$ cat src/rtl/sram_r_bank_responder.sv
// Bank-side responder for the SRAM read-port protocol: round-robin arbitration
// among read-port hosts, burst locking, macro drive and fixed-latency data return.
module sram_r_bank_responder #(
    parameter int PORT_CNT     = 3,
    parameter int BANK_ID      = 0,
    parameter int BANK_CNT_LG2 = 2,
    parameter int DEPTH_LG2    = 10,
    parameter int DATA_WIDTH   = 128,
    parameter int RD_LAT       = 1
) (
    input  logic                             clk,
    input  logic                             rst,
    input  logic [PORT_CNT-1:0]              req,
    input  logic [PORT_CNT*BANK_CNT_LG2-1:0] rid,
    input  logic [PORT_CNT*DEPTH_LG2-1:0]    addr,
    input  logic [PORT_CNT-1:0]              reb,
    input  logic [PORT_CNT-1:0]              rlast,
    output logic [PORT_CNT-1:0]              ack,
    output logic [PORT_CNT*DATA_WIDTH-1:0]   rdata,
    output logic [PORT_CNT-1:0]              rvalid,
    output logic                             sram_ceb,
    output logic [DEPTH_LG2-1:0]             sram_addr,
    input  logic [DATA_WIDTH-1:0]            sram_rdata,
    output logic                             busy
);

    localparam int GW = (PORT_CNT > 1) ? $clog2(PORT_CNT) : 1;
    localparam logic [0:0] ST_IDLE = 1'b0;
    localparam logic [0:0] ST_BUSY = 1'b1;
    localparam logic [BANK_CNT_LG2-1:0] MY_ID = BANK_CNT_LG2'(BANK_ID);
    localparam logic [GW-1:0] LAST_PORT = GW'(PORT_CNT - 1);

    logic [0:0]           state;
    logic [GW-1:0]        gnt;
    logic [GW-1:0]        ptr;
    logic [PORT_CNT-1:0]  elig;
    logic                 found;
    logic [GW-1:0]        win;
    logic [PORT_CNT-1:0]  win_oh;
    logic                 g_req;
    logic                 g_reb;
    logic                 g_rlast;
    logic [DEPTH_LG2-1:0] g_addr;
    logic                 beat;

    logic [RD_LAT-1:0]    tag_v;
    logic [GW-1:0]        tag_g [RD_LAT];
    logic [PORT_CNT-1:0]  rvalid_d;
    logic [PORT_CNT*DATA_WIDTH-1:0] rdata_d;

    // Handshake: a host raises req with rid; ack (registered) stays high for the
    // whole burst; each cycle with req=1 and reb=0 under ack is one beat, and the
    // beat carrying rlast ends the burst. Dropping req under ack aborts it.
    always_comb begin
        for (int i = 0; i < PORT_CNT; i++) begin
            elig[i] = req[i] && (rid[i*BANK_CNT_LG2 +: BANK_CNT_LG2] == MY_ID);
        end
    end

    // First eligible port at or after ptr, wrapping to the lowest index otherwise.
    always_comb begin
        found = 1'b0;
        win   = '0;
        for (int i = 0; i < PORT_CNT; i++) begin
            if (!found && elig[i] && (GW'(i) >= ptr)) begin
                found = 1'b1;
                win   = GW'(i);
            end
        end
        for (int i = 0; i < PORT_CNT; i++) begin
            if (!found && elig[i]) begin
                found = 1'b1;
                win   = GW'(i);
            end
        end
        for (int i = 0; i < PORT_CNT; i++) begin
            win_oh[i] = (win == GW'(i));
        end
    end

    always_comb begin
        g_req   = 1'b0;
        g_reb   = 1'b1;
        g_rlast = 1'b0;
        g_addr  = '0;
        for (int i = 0; i < PORT_CNT; i++) begin
            if (gnt == GW'(i)) begin
                g_req   = req[i];
                g_reb   = reb[i];
                g_rlast = rlast[i];
                g_addr  = addr[i*DEPTH_LG2 +: DEPTH_LG2];
            end
        end
    end

    assign beat      = (state == ST_BUSY) && g_req && !g_reb;
    assign sram_ceb  = ~beat;
    assign sram_addr = beat ? g_addr : '0;
    assign busy      = (state == ST_BUSY);

    always_ff @(posedge clk) begin
        if (rst) begin
            state <= ST_IDLE;
            gnt   <= '0;
            ptr   <= '0;
            ack   <= '0;
        end else begin
            case (state)
                ST_IDLE: begin
                    if (found) begin
                        state <= ST_BUSY;
                        gnt   <= win;
                        ptr   <= (win == LAST_PORT) ? '0 : win + GW'(1);
                        ack   <= win_oh;
                    end
                end
                ST_BUSY: begin
                    if (!g_req || (beat && g_rlast)) begin
                        state <= ST_IDLE;
                        ack   <= '0;
                    end
                end
                default: begin
                    state <= ST_IDLE;
                    ack   <= '0;
                end
            endcase
        end
    end

    // Each issued beat carries its port tag down a RD_LAT-deep pipe so that the
    // data lands on the originating port even after the grant has moved on.
    always_ff @(posedge clk) begin
        if (rst) begin
            tag_v <= '0;
            for (int i = 0; i < RD_LAT; i++) begin
                tag_g[i] <= '0;
            end
        end else begin
            tag_v[0] <= beat;
            tag_g[0] <= gnt;
            for (int i = 1; i < RD_LAT; i++) begin
                tag_v[i] <= tag_v[i-1];
                tag_g[i] <= tag_g[i-1];
            end
        end
    end

    always_comb begin
        rvalid_d = '0;
        rdata_d  = '0;
        for (int i = 0; i < PORT_CNT; i++) begin
            if (tag_v[RD_LAT-1] && (tag_g[RD_LAT-1] == GW'(i))) begin
                rvalid_d[i] = 1'b1;
                rdata_d[i*DATA_WIDTH +: DATA_WIDTH] = sram_rdata;
            end
        end
    end

    always_ff @(posedge clk) begin
        if (rst) begin
            rvalid <= '0;
            rdata  <= '0;
        end else begin
            rvalid <= rvalid_d;
            rdata  <= rdata_d;
        end
    end

endmodule

$ cat config.mk
export PLATFORM = sky130hd
export DESIGN_NAME = sram_r_bank_responder
export DESIGN_NICKNAME = d
export VERILOG_FILES = /design/src/rtl/sram_r_bank_responder.sv
export SDC_FILE = /design/constraint.sdc
export NUM_CORES = 1
export LEC_CHECK = 0
export CORE_AREA = 2 2 221 223
export CTS_BUF_LIST = sky130_fd_sc_hd__clkbuf_8
export DETAILED_ROUTE_END_ITERATION = 12
export DIE_AREA = 0 0 223 225
export SLEW_MARGIN = 10
export SYNTH_ARGS = -nofsm -noshare
export SYNTH_HDL_FRONTEND = slang
export SYNTH_SLANG_ARGS = --single-unit
$ cat constraint.sdc
create_clock -name clk -period 1.6 [get_ports clk]
set_input_delay 0.32 -clock clk [delete_from_list [all_inputs] [get_ports clk]]
set_output_delay 0.32 -clock clk [all_outputs]
set_load 0.01 [all_outputs]
# [Word level (Yosys, flattened, before mapping)]
# Memory sizes are Yosys's and may differ from the RTL's.
# Index checks and enable logic that the tools add are counted.
[classes] addsub=1 mul=0 div=0 magnitude_cmp=3 n_eq_ne=8 n_shift=0 mux=39 bitwise_logic=5 n_reduce_logical=37
[op_table] op="$mux 10" count=4
[op_table] op="$mux 1" count=25
[op_table] op="$logic_and 1x1->1" count=17
[op_table] op="$logic_not 2->1" count=6
[op_table] op="$mux 2" count=6
[op_table] op="$reduce_or 2->1" count=4
[op_table] op="$logic_not 1->1" count=7
[op_table] op="$eq 2x1->1 const B" count=3
[op_table] op="$eq 2x2->1 const B" count=3
[op_table] op="$mux 3" count=2
[op_table] op="$pmux 3 s2" count=1
[op_table] op="$not 1->1" count=5
[op_table] op="$ge 1x2->1 const A" count=2
[op_table] op="$reduce_and 2->1" count=2
[op_table] op="$add 2x1->2 const B" count=1
[op_table] op="$ge 2x2->1 const A" count=1
[op_table] op="$ne 2x1->1 const B" count=1
[op_table] op="$ne 2x2->1 const B" count=1
[op_table] op="$pmux 1 s2" count=1
[op_table] op="$logic_or 1x1->1" count=1
[totals] regBits=396 latch_bits=0 ramBits=2 romBits=0 in_bits=175 output_inout_bits=402 mem_count=1
[mem_list] memory="tag_g" depth=1 width=2 read_ports=1 rd_ports_with_merged_regs=0 write_ports=1 line_no="47" text="logic [GW-1:0] tag_g [RD_LAT];"

# [Depth between registers and ports, before layout]
[logic_depth] depth_word=24 ltp_mapped=6 ltp_nobuf=4

# [Least setup slack after synthesis]
# Ideal clock, no wire load.
[synth_timing] kind="flip-flop to output port" start="register gnt[0]" end="output sram_addr[1]" arrival_ns=1.306 slack_ns=-0.026 path_stages_with_launch=7 n_path_buf=2 cell_sequence="dfxtp_1 -> buf_2 -> mux2i_1 -> mux2i_1 -> nand3b_1 -> buf_2 -> nor2_1"
[synth_between] elab_chain_len=7 word_cells_on_any_way=16 classes_between="eq/ne (2); mux (10); reduce/logical (4)"
[synth_rtl] item="from (decl)" line_no="34" text="logic [GW-1:0] gnt;"
[synth_rtl] item="from (signal assigned)" line_no="112" text="gnt <= win;"
[synth_rtl] item="$logic_not 2->1" line_no="87" text="if (gnt == GW'(i)) begin"
[synth_rtl] item="$mux 1 (3 in a row)" line_no="87"
[synth_rtl] item="$logic_and 1x1->1 or $logic_not 1->1 (tied branches)" line_no="96" text="assign beat = (state == ST_BUSY) && g_req && !g_reb;"
[synth_rtl] item="$logic_and 1x1->1" line_no="96"
[synth_rtl] item="$mux 10 *" line_no="98" text="assign sram_addr = beat ? g_addr : '0;"
[synth_rtl] item="to (decl)" line_no="22" text="output logic [DEPTH_LG2-1:0] sram_addr,"
# Mark *: on every way between the ends. The rest lies on a longest branch, timed or not.

# [Worst setup path in the final report]
[layout_timing] start="register gnt[0]" end="output sram_addr[7]"
# The elaborated chain is that of the path after synthesis.

==> out/qor.yml <==
status:
  status: "finished with violations"
  violations: "setup timing"
yosys:
  synthCells: 924
  synthArstFlopShare: 0
  mappedNetlistNets: 1099
  synth_edf_count: 0
  syn-cell-area_sq_um: 11200
  synth.distinct_cells: 31
  ys_warn_count: 0
  syn_area_per_cell_sq_um: 12.1
  ys.flop_type: "dfxtp_1"
  ys_ff_latch: 398
  ys_seq_area_frac: 0.713
floorplan:
  die_area_sq_um: 50200
  rows: 80
  io_pins: 577
  start_util: 0.235
  die_y_microns: 225
  chipWidth_microns: 223
  coreArea_sq_um: 47500
route:
  drtPass1Iterations: 4
  drcViolationCount: 0
  ant_nets: 0
  routed_wl_microns: 36600
  viasPerCell: 3.85
  via_count: 8676
  drt_iter0_markers: 144
  routedWlPerCell_microns: 16.2
power:
  p_clk_frac: 0.461
  ir_drop_mv: 0.615
  switching_power_w: 0.00439
  p_total_w: 0.0201
  sw_frac_of_total: 0.219
  intPower_w: 0.0157
  p_leak_nw: 8.53
  power_frac_seq: 0.497
  power_density_nw_per_um2: 1030
  power_frac_comb: 0.042
clocking:
  h-tree-depth: 3
  cts_tree: "yes"
  holdBufCountCts: 0
  cts.clk_slew.worst_paths_ns: 0.06
  clk-insertion-delay-late_ns: 0.63
  clock-root-buffer: "clkbuf_8"
  cts-buffers-inserted: 69
  clk_path_buf_depth: 3
  cts_sinks: 398
global_routing:
  grt_pass1_vias: 9185
  grt_pass1_wl_microns: 53500
  grt_max_degree: 67
  grt_use_total: 0.142
  antenna_found_initial: 2
  grt_overflow: 0
critical_path:
  crit_type: "register to output port"
  rr_startpoint: "busy$_SDFF_PP0_"
  cp_max_fo: 6
  crit_path_start_kind: "register"
  worstSetupEndpointType: "output port"
  rr_worst_depth: 5
  arrival_ns: 2.00
  rrSetupSlack_ns: 0.08
  cp.required_ns: 1.28
  r2r-end: "ack[2]$_SDFFE_PP0P_"
  crit_end: "sram_addr[7]"
  startpoint: "gnt[0]$_SDFFE_PP0P_"
sta:
  fin_ws_ns: -0.722
  worst_slew_pin_slew_ns: 0.422
  drv_slew: 0
  hold_ws_ns: 0.294
  fmax_mhz: 431
  rsz0062_at_grt: "yes"
  setup_viol: 11
  finalCritPeriodShare: 1.45
  relSlewSlack: 0.718
  hold_violations: 0
  period_needed_ns: 2.32
  clock_skew_ns: 0.0196
final_layout:
  utilization: 0.410
  drive_gt1_frac: 0.194
  syn2layout_area_growth_pct: 74.4
  nets: 1763
place:
  gp_congestion: 0.819
  numPortBuffers: 576
  dp_hpwl_microns: 27800
flow_run:
  drv_cap: 0
min_path:
  hold_class: "input pin to register"
state kept, by name (all words and copies together) (netlist names):
| name | count |
|---|---|
| rdata | 384 |
| gnt | 2 |
| tag_g | 2 |
| ack | 3 |
| busy | 1 |
| tag_v | 1 |
| rvalid | 3 |
| ptr | 2 |
power by group through the flow:
stage / Sequential (W) / Clock [W] / Combinational, W
finish: 0.00996 / 0.00925 / 0.000847
global route: 0.00996 / 0.0100 / 0.000911
CTS: 0.00996 / 0.00963 / 0.000828
detailed placement: 0.0102 / 0 / 0.000829
global placement: 0.0102 / 0 / 0.000820
floorplan: 0.0102 / 0 / 0.000147
worst max-delay path, stage by stage, from the launching register on:
cell	delay, ns
dfxtp_4	0.38
mux2i_1	0.19
mux2i_1	0.10
nand3b_1	0.29
buf_6	0.23
nor2_2	0.07
buf_2	0.12
cell usage after synthesis (all sizes together), types with 2 or more instances:
cell type  count  area [sq um]
dfxtp        398          7970
and2         384          2400
clkbuf        42           158
nor2          26          97.6
a21oi         19          98.9
mux2i         14           140
buf            7          35.0
nor2b          4          25.0
a211oi         3          27.5
nand2          3          11.3
nor3b          3          27.5
or4b           3          30.0
and4bb         2          25.0
nor4b          2          23.8
o21ai          2          10.0
metal layers:
metal / track usage / wire length, microns / vias to the layer above / share of wire
met5: 0 / 24 / - / 0.00066
met4: 0.0827 / 1610 / 4 / 0.044
met3: 0.0656 / 3760 / 91 / 0.10
met2: 0.243 / 17800 / 431 / 0.49
met1: 0.142 / 13300 / 3952 / 0.36
li1: - / - / 4198 / -
stage by stage:
| stage | cells | instance area (sq um) | TNS, ns | worst slack (ns) |
|---|---|---|---|---|
| 2_1_floorplan | 924 | 11200 | -0.207 | -0.0259 |
| 3_3_place_gp | 2129 | 18200 | -70.13 | -0.745 |
| 3_5_place_dp | 2129 | 18200 | -85.09 | -0.789 |
| 4_1_cts | 2249 | 19500 | -8.82 | -0.824 |
| 5_1_grt | 2249 | 19500 | -8.97 | -0.835 |
| 6_report | 2251 | 19500 | -7.72 | -0.722 |
repair_timing:
action | 4_1_cts | 5_1_grt
cloned | 1 | 0
setup endpoints to repair | 403 | 48
buffers inserted | 2 | 1
gates resized for setup | 855 | 54
pin swaps | 10 | 5
cell type report:
type                       instances  area, sq um
tap                              615          769
clock inverter                    31          213
clock buffer                      86         1180
sequential                       398         7980
multi-input combinational        476         3110
fill                            4566        28100
antenna                            2         5.00
timing repair buffer             642         6210
inverter                           1         3.75
cells by family after synthesis:
kind of cell,after synthesis,share of synthesized area
AO/OA/AOI/OAI,30,0.0171
XOR/XNOR,1,0.000784
buffers and inverters,50,0.0176
flip-flops,398,0.713
multiplexers,14,0.0125
AND/OR/NAND/NOR,431,0.239
how the worst min path moves through the flow:
| stage | startpoint | to | cells past startpoint |
|---|---|---|---|
| floorplan | rst | tag_g[0][1]$_SDFF_PP0_ | 1 |
| global placement | ack[0]$_SDFFE_PP0P_ | ack[0]$_SDFFE_PP0P_ | 2 |
| detailed placement | ack[2]$_SDFFE_PP0P_ | ack[2]$_SDFFE_PP0P_ | 2 |
| CTS | sram_rdata[30] | rdata[158]$_SDFF_PP0_ | 2 |
| global route | sram_rdata[81] | rdata[337]$_SDFF_PP0_ | 2 |
| finish | sram_rdata[30] | rdata[158]$_SDFF_PP0_ | 2 |
cell usage in the layout, fill, tap and decap left out, types with 3 or more instances in the layout:
master	synthesis	final
dfxtp_1	398	390
and2_1	384	384
clkdlybuf4s15_1	0	192
clkdlybuf4s50_1	0	174
dlygate4sd2_1	0	88
clkbuf_8	0	86
clkdlybuf4s15_2	0	74
buf_4	0	51
clkbuf_2	0	22
inv_1	1	19
buf_2	7	18
a21oi_1	18	17
nor2_1	26	15
mux2i_1	14	14
buf_12	0	12
buf_6	0	11
nor2_4	0	6
dfxtp_2	0	6
nor2_2	0	5
nor2b_1	4	4
inv_6	0	4
nand2_1	3	3
clkinv_2	0	3
Power figures use the tool's default switching activity.
==> RTL edit 1: new RTL, same flow settings <==
`BANK_CNT_LG2`: 2 -> 1.
--- a/src/rtl/sram_r_bank_responder.sv
+++ b/src/rtl/sram_r_bank_responder.sv
@@ -3,7 +3,7 @@
 module sram_r_bank_responder #(
     parameter int PORT_CNT     = 3,
     parameter int BANK_ID      = 0,
-    parameter int BANK_CNT_LG2 = 2,
+    parameter int BANK_CNT_LG2 = 1,
     parameter int DEPTH_LG2    = 10,
     parameter int DATA_WIDTH   = 128,
     parameter int RD_LAT       = 1
Interface: changed (resized rid); port bits go from 577 to 574. No check against the original RTL was run, so the function may have changed too.
==> RTL edit 1 against the original RTL <==
The run still ends with setup timing left; total power fell by 0.86%; final cell count rose by 0.31%; sequential share of layout area barely moved; sequential cell count did not move; synthesized area rose by 1.5%; worst setup slack improved by 0.051 ns; wire length fell by 0.92%; final area barely moved; clock power fell by 4.6%; largest power group unchanged.
==> RTL edit 1: results <==
set metrics [dict create \
    num_vias 8677 \
    drive_above_1_share 0.148 \
    tightest_slew_ns 0.299 \
    gp_congestion 0.839 \
    setup_tns_ns -6.58 \
    antenna_found_initial 3 \
    wl_per_cell_um 16.0 \
    yosys-top-cells-area "dfxtp_1, and2_1, buf_2, mux2i_1, buf_6" \
    status "finished, violations left" \
    grt_start_max_net_pins 59 \
    drt_iter0_markers 231 \
    arrival_ns 1.95 \
    r2r-start "gnt[0]" \
    final_net_count 1766 \
    layout_setup_ws_ns -0.671 \
    min_period_ns 2.27 \
    grt_pass1_vias 8982 \
    finalSetupViolCount 11 \
    numPortBuffers 573 \
    failed_checks "setup timing" \
    cts_buffers 68 \
    synth.distinct_cells 34 \
    postSynthCellCount 929 \
    post-place-ws_ns -0.809 \
    min-delay-start "sram_rdata[106]" \
    critPathMaxStageDelay_ns 0.40 \
    grt_usage 0.140 \
    dp.cells 2128 \
    synthTopCellsByCount "dfxtp_1, and2_1, buf_2" \
    ir_drop_v 0.000920 \
    synth.yosys.seq_area_share 0.703 \
]
## RTL edit 1: cell types whose count changed after synthesis, sizes merged, moves of 3 or more
cell    before  now
nand3        0    3
buf          7   43
clkbuf      42    7
nand3b       1    4
nor2b        4    9
nand2b       1    4
a21oi       19   15
nor3b        3    0
or4b         3    0
## RTL edit 1: report_power, final
part	switching (mW)	total [mW]	internal, mW
registers	0.0332	10.0	9.97
logic	0.415	1.06	0.646
clock network	3.89	8.82	4.93
total	4.34	19.9	15.5
## RTL edit 1: logic make-up (layout without fill, tap and decap cells)
| group | count (synthesis) | count (layout) | share of synthesized area |
|---|---|---|---|
| flip-flops | 398 | 398 | 0.703 |
| other | 0 | 2 | 0 |
| buffers and inverters | 50 | 761 | 0.0282 |
| AND/OR/NAND/NOR | 441 | 442 | 0.241 |
| multiplexers | 14 | 14 | 0.0124 |
| AO/OA/AOI/OAI | 26 | 26 | 0.0160 |
## RTL edit 1: final cells by class
cell class | instances | area (um^2)
Antenna cell | 2 | 5.00
Clock buffer | 85 | 1170
Clock inverter | 32 | 170
Fill cell | 4658 | 28100
Multi-Input combinational cell | 482 | 3180
Sequential cell | 398 | 7980
Tap cell | 615 | 769
Timing Repair Buffer | 644 | 6200
## RTL edit 1: worst max path at each step
stage               slack (ns)            to  cells past startpoint
finish                   -0.67  sram_addr[3]                      6
CTS                      -0.80  sram_addr[3]                      6
global route             -0.78  sram_addr[3]                      6
detailed placement       -0.81  sram_addr[7]                      6
global placement         -0.72  sram_addr[7]                      6
floorplan                 0.06  sram_addr[1]                      6
## RTL edit 1: metrics by stage
stage / utilization / area, um^2 / power, mW
floorplan: - / 11300 / 10.5
global route: 0.410 / 19500 / 20.8
detailed placement: 0.382 / 18200 / 11.2
finish: 0.410 / 19500 / 19.9
CTS: 0.407 / 19400 / 20.2
global placement: 0.382 / 18200 / 11.2
## RTL edit 1: critical path: cells and delay by family (launching register included)
family | cells | cell delay, ns
buf+inv | 2 | 0.27
flops | 1 | 0.40
mux | 2 | 0.36
simple gates | 2 | 0.31
## RTL edit 1: metal layers
metal	global-route usage	routed length (um)
met5	0	0
met1	0.144	13400
met4	0.0870	1620
met2	0.243	17900
met3	0.0527	3300
## RTL edit 1: what timing repair did
action	4_1_cts	5_1_grt
resized for setup	645	33
pin swaps	6	4
gates cloned	1	0
setup buffers	9	2
setup endpoints to repair	403	22
==> RTL edit 2: new RTL, same settings <==
Without the edit above. `rdata` no longer has a reset.
--- a/src/rtl/sram_r_bank_responder.sv
+++ b/src/rtl/sram_r_bank_responder.sv
@@ -160,11 +160,13 @@
     always_ff @(posedge clk) begin
         if (rst) begin
             rvalid <= '0;
-            rdata  <= '0;
         end else begin
             rvalid <= rvalid_d;
-            rdata  <= rdata_d;
         end
+    end
+
+    always_ff @(posedge clk) begin
+        rdata <= rdata_d;
     end
 
 endmodule
Function: differs if rst is asserted again (counterexample within 4 cycles, from zero or initial values and one cycle with rst high); with rst held inactive, the same outputs for 10 cycles.
==> RTL edit 2 against the original RTL <==
The run still ends with setup timing left; synthesized area is essentially flat; final area decreased by 2.4%; worst setup slack improved by 0.10 ns; sequential cell count unchanged; total power fell by 2.3%; global-route usage is 0.29 points lower; clock power shrank 5.9%; wire length is 2.3% lower; critical endpoint is now sram_addr[1].
==> RTL edit 2: results <==
set metrics [dict create \
    status "finished, violations left" \
    failed_checks "setup timing" \
    r2r_cells 7 \
    crit_fanout 7 \
    final_net_count 1738 \
    min-delay-start "sram_rdata[59]" \
    net-switching-power_mw 4.24 \
    drt-met1-wl_um 13200 \
    ir_drop_v 0.000546 \
    synth_fp_nets 1102 \
    placed_area_um2 17900 \
    n_clock_buffer 83 \
    relSlewSlack 0.733 \
    finalSetupViolCount 12 \
    num-nonclk-buffers 616 \
    critPathMaxStageDelay_ns 0.40 \
    synth.yosys.seq_area_share 0.714 \
    met3_usage 0.0538 \
    synthTopCellsByCount "dfxtp_1, and2_1, clkbuf_1" \
    cp-endpoint "sram_addr[1]" \
    layout_setup_ws_ns -0.621 \
    clock_latency_ns 0.61 \
    clock_power_mw 8.70 \
    comb_power_uw 919 \
    reg2reg_to "ack[1]" \
    gp_congestion 0.821 \
    firstDrtPassIters 5 \
]
## RTL edit 2: logic make-up (layout without fill, tap and decap cells)
kind of cell	count (synthesis)	in the layout	synth area share
AO/OA/AOI/OAI	30	30	0.0168
XOR/XNOR	1	1	0.000785
buffers and inverters	50	727	0.0173
flip-flops	398	398	0.714
multiplexers	14	14	0.0126
other	0	2	0
AND/OR/NAND/NOR	434	434	0.239
## RTL edit 2: metrics by stage
step	setup slack (ns)	total power, mW	std cells	TNS, ns
2_1_floorplan	-0.0259	10.4	927	-0.207
3_3_place_gp	-0.719	11.1	2108	-10.45
3_5_place_dp	-0.761	11.1	2108	-11.05
4_1_cts	-0.713	20.0	2219	-7.76
5_1_grt	-0.791	20.5	2221	-8.74
6_report	-0.621	19.6	2221	-6.67
## RTL edit 2: repair_timing
action | in CTS | in global routing
setup buffers | 1 | 0
setup endpoints to repair | 406 | 38
cloned | 1 | 0
resized for setup | 677 | 36
pin swaps | 10 | 1
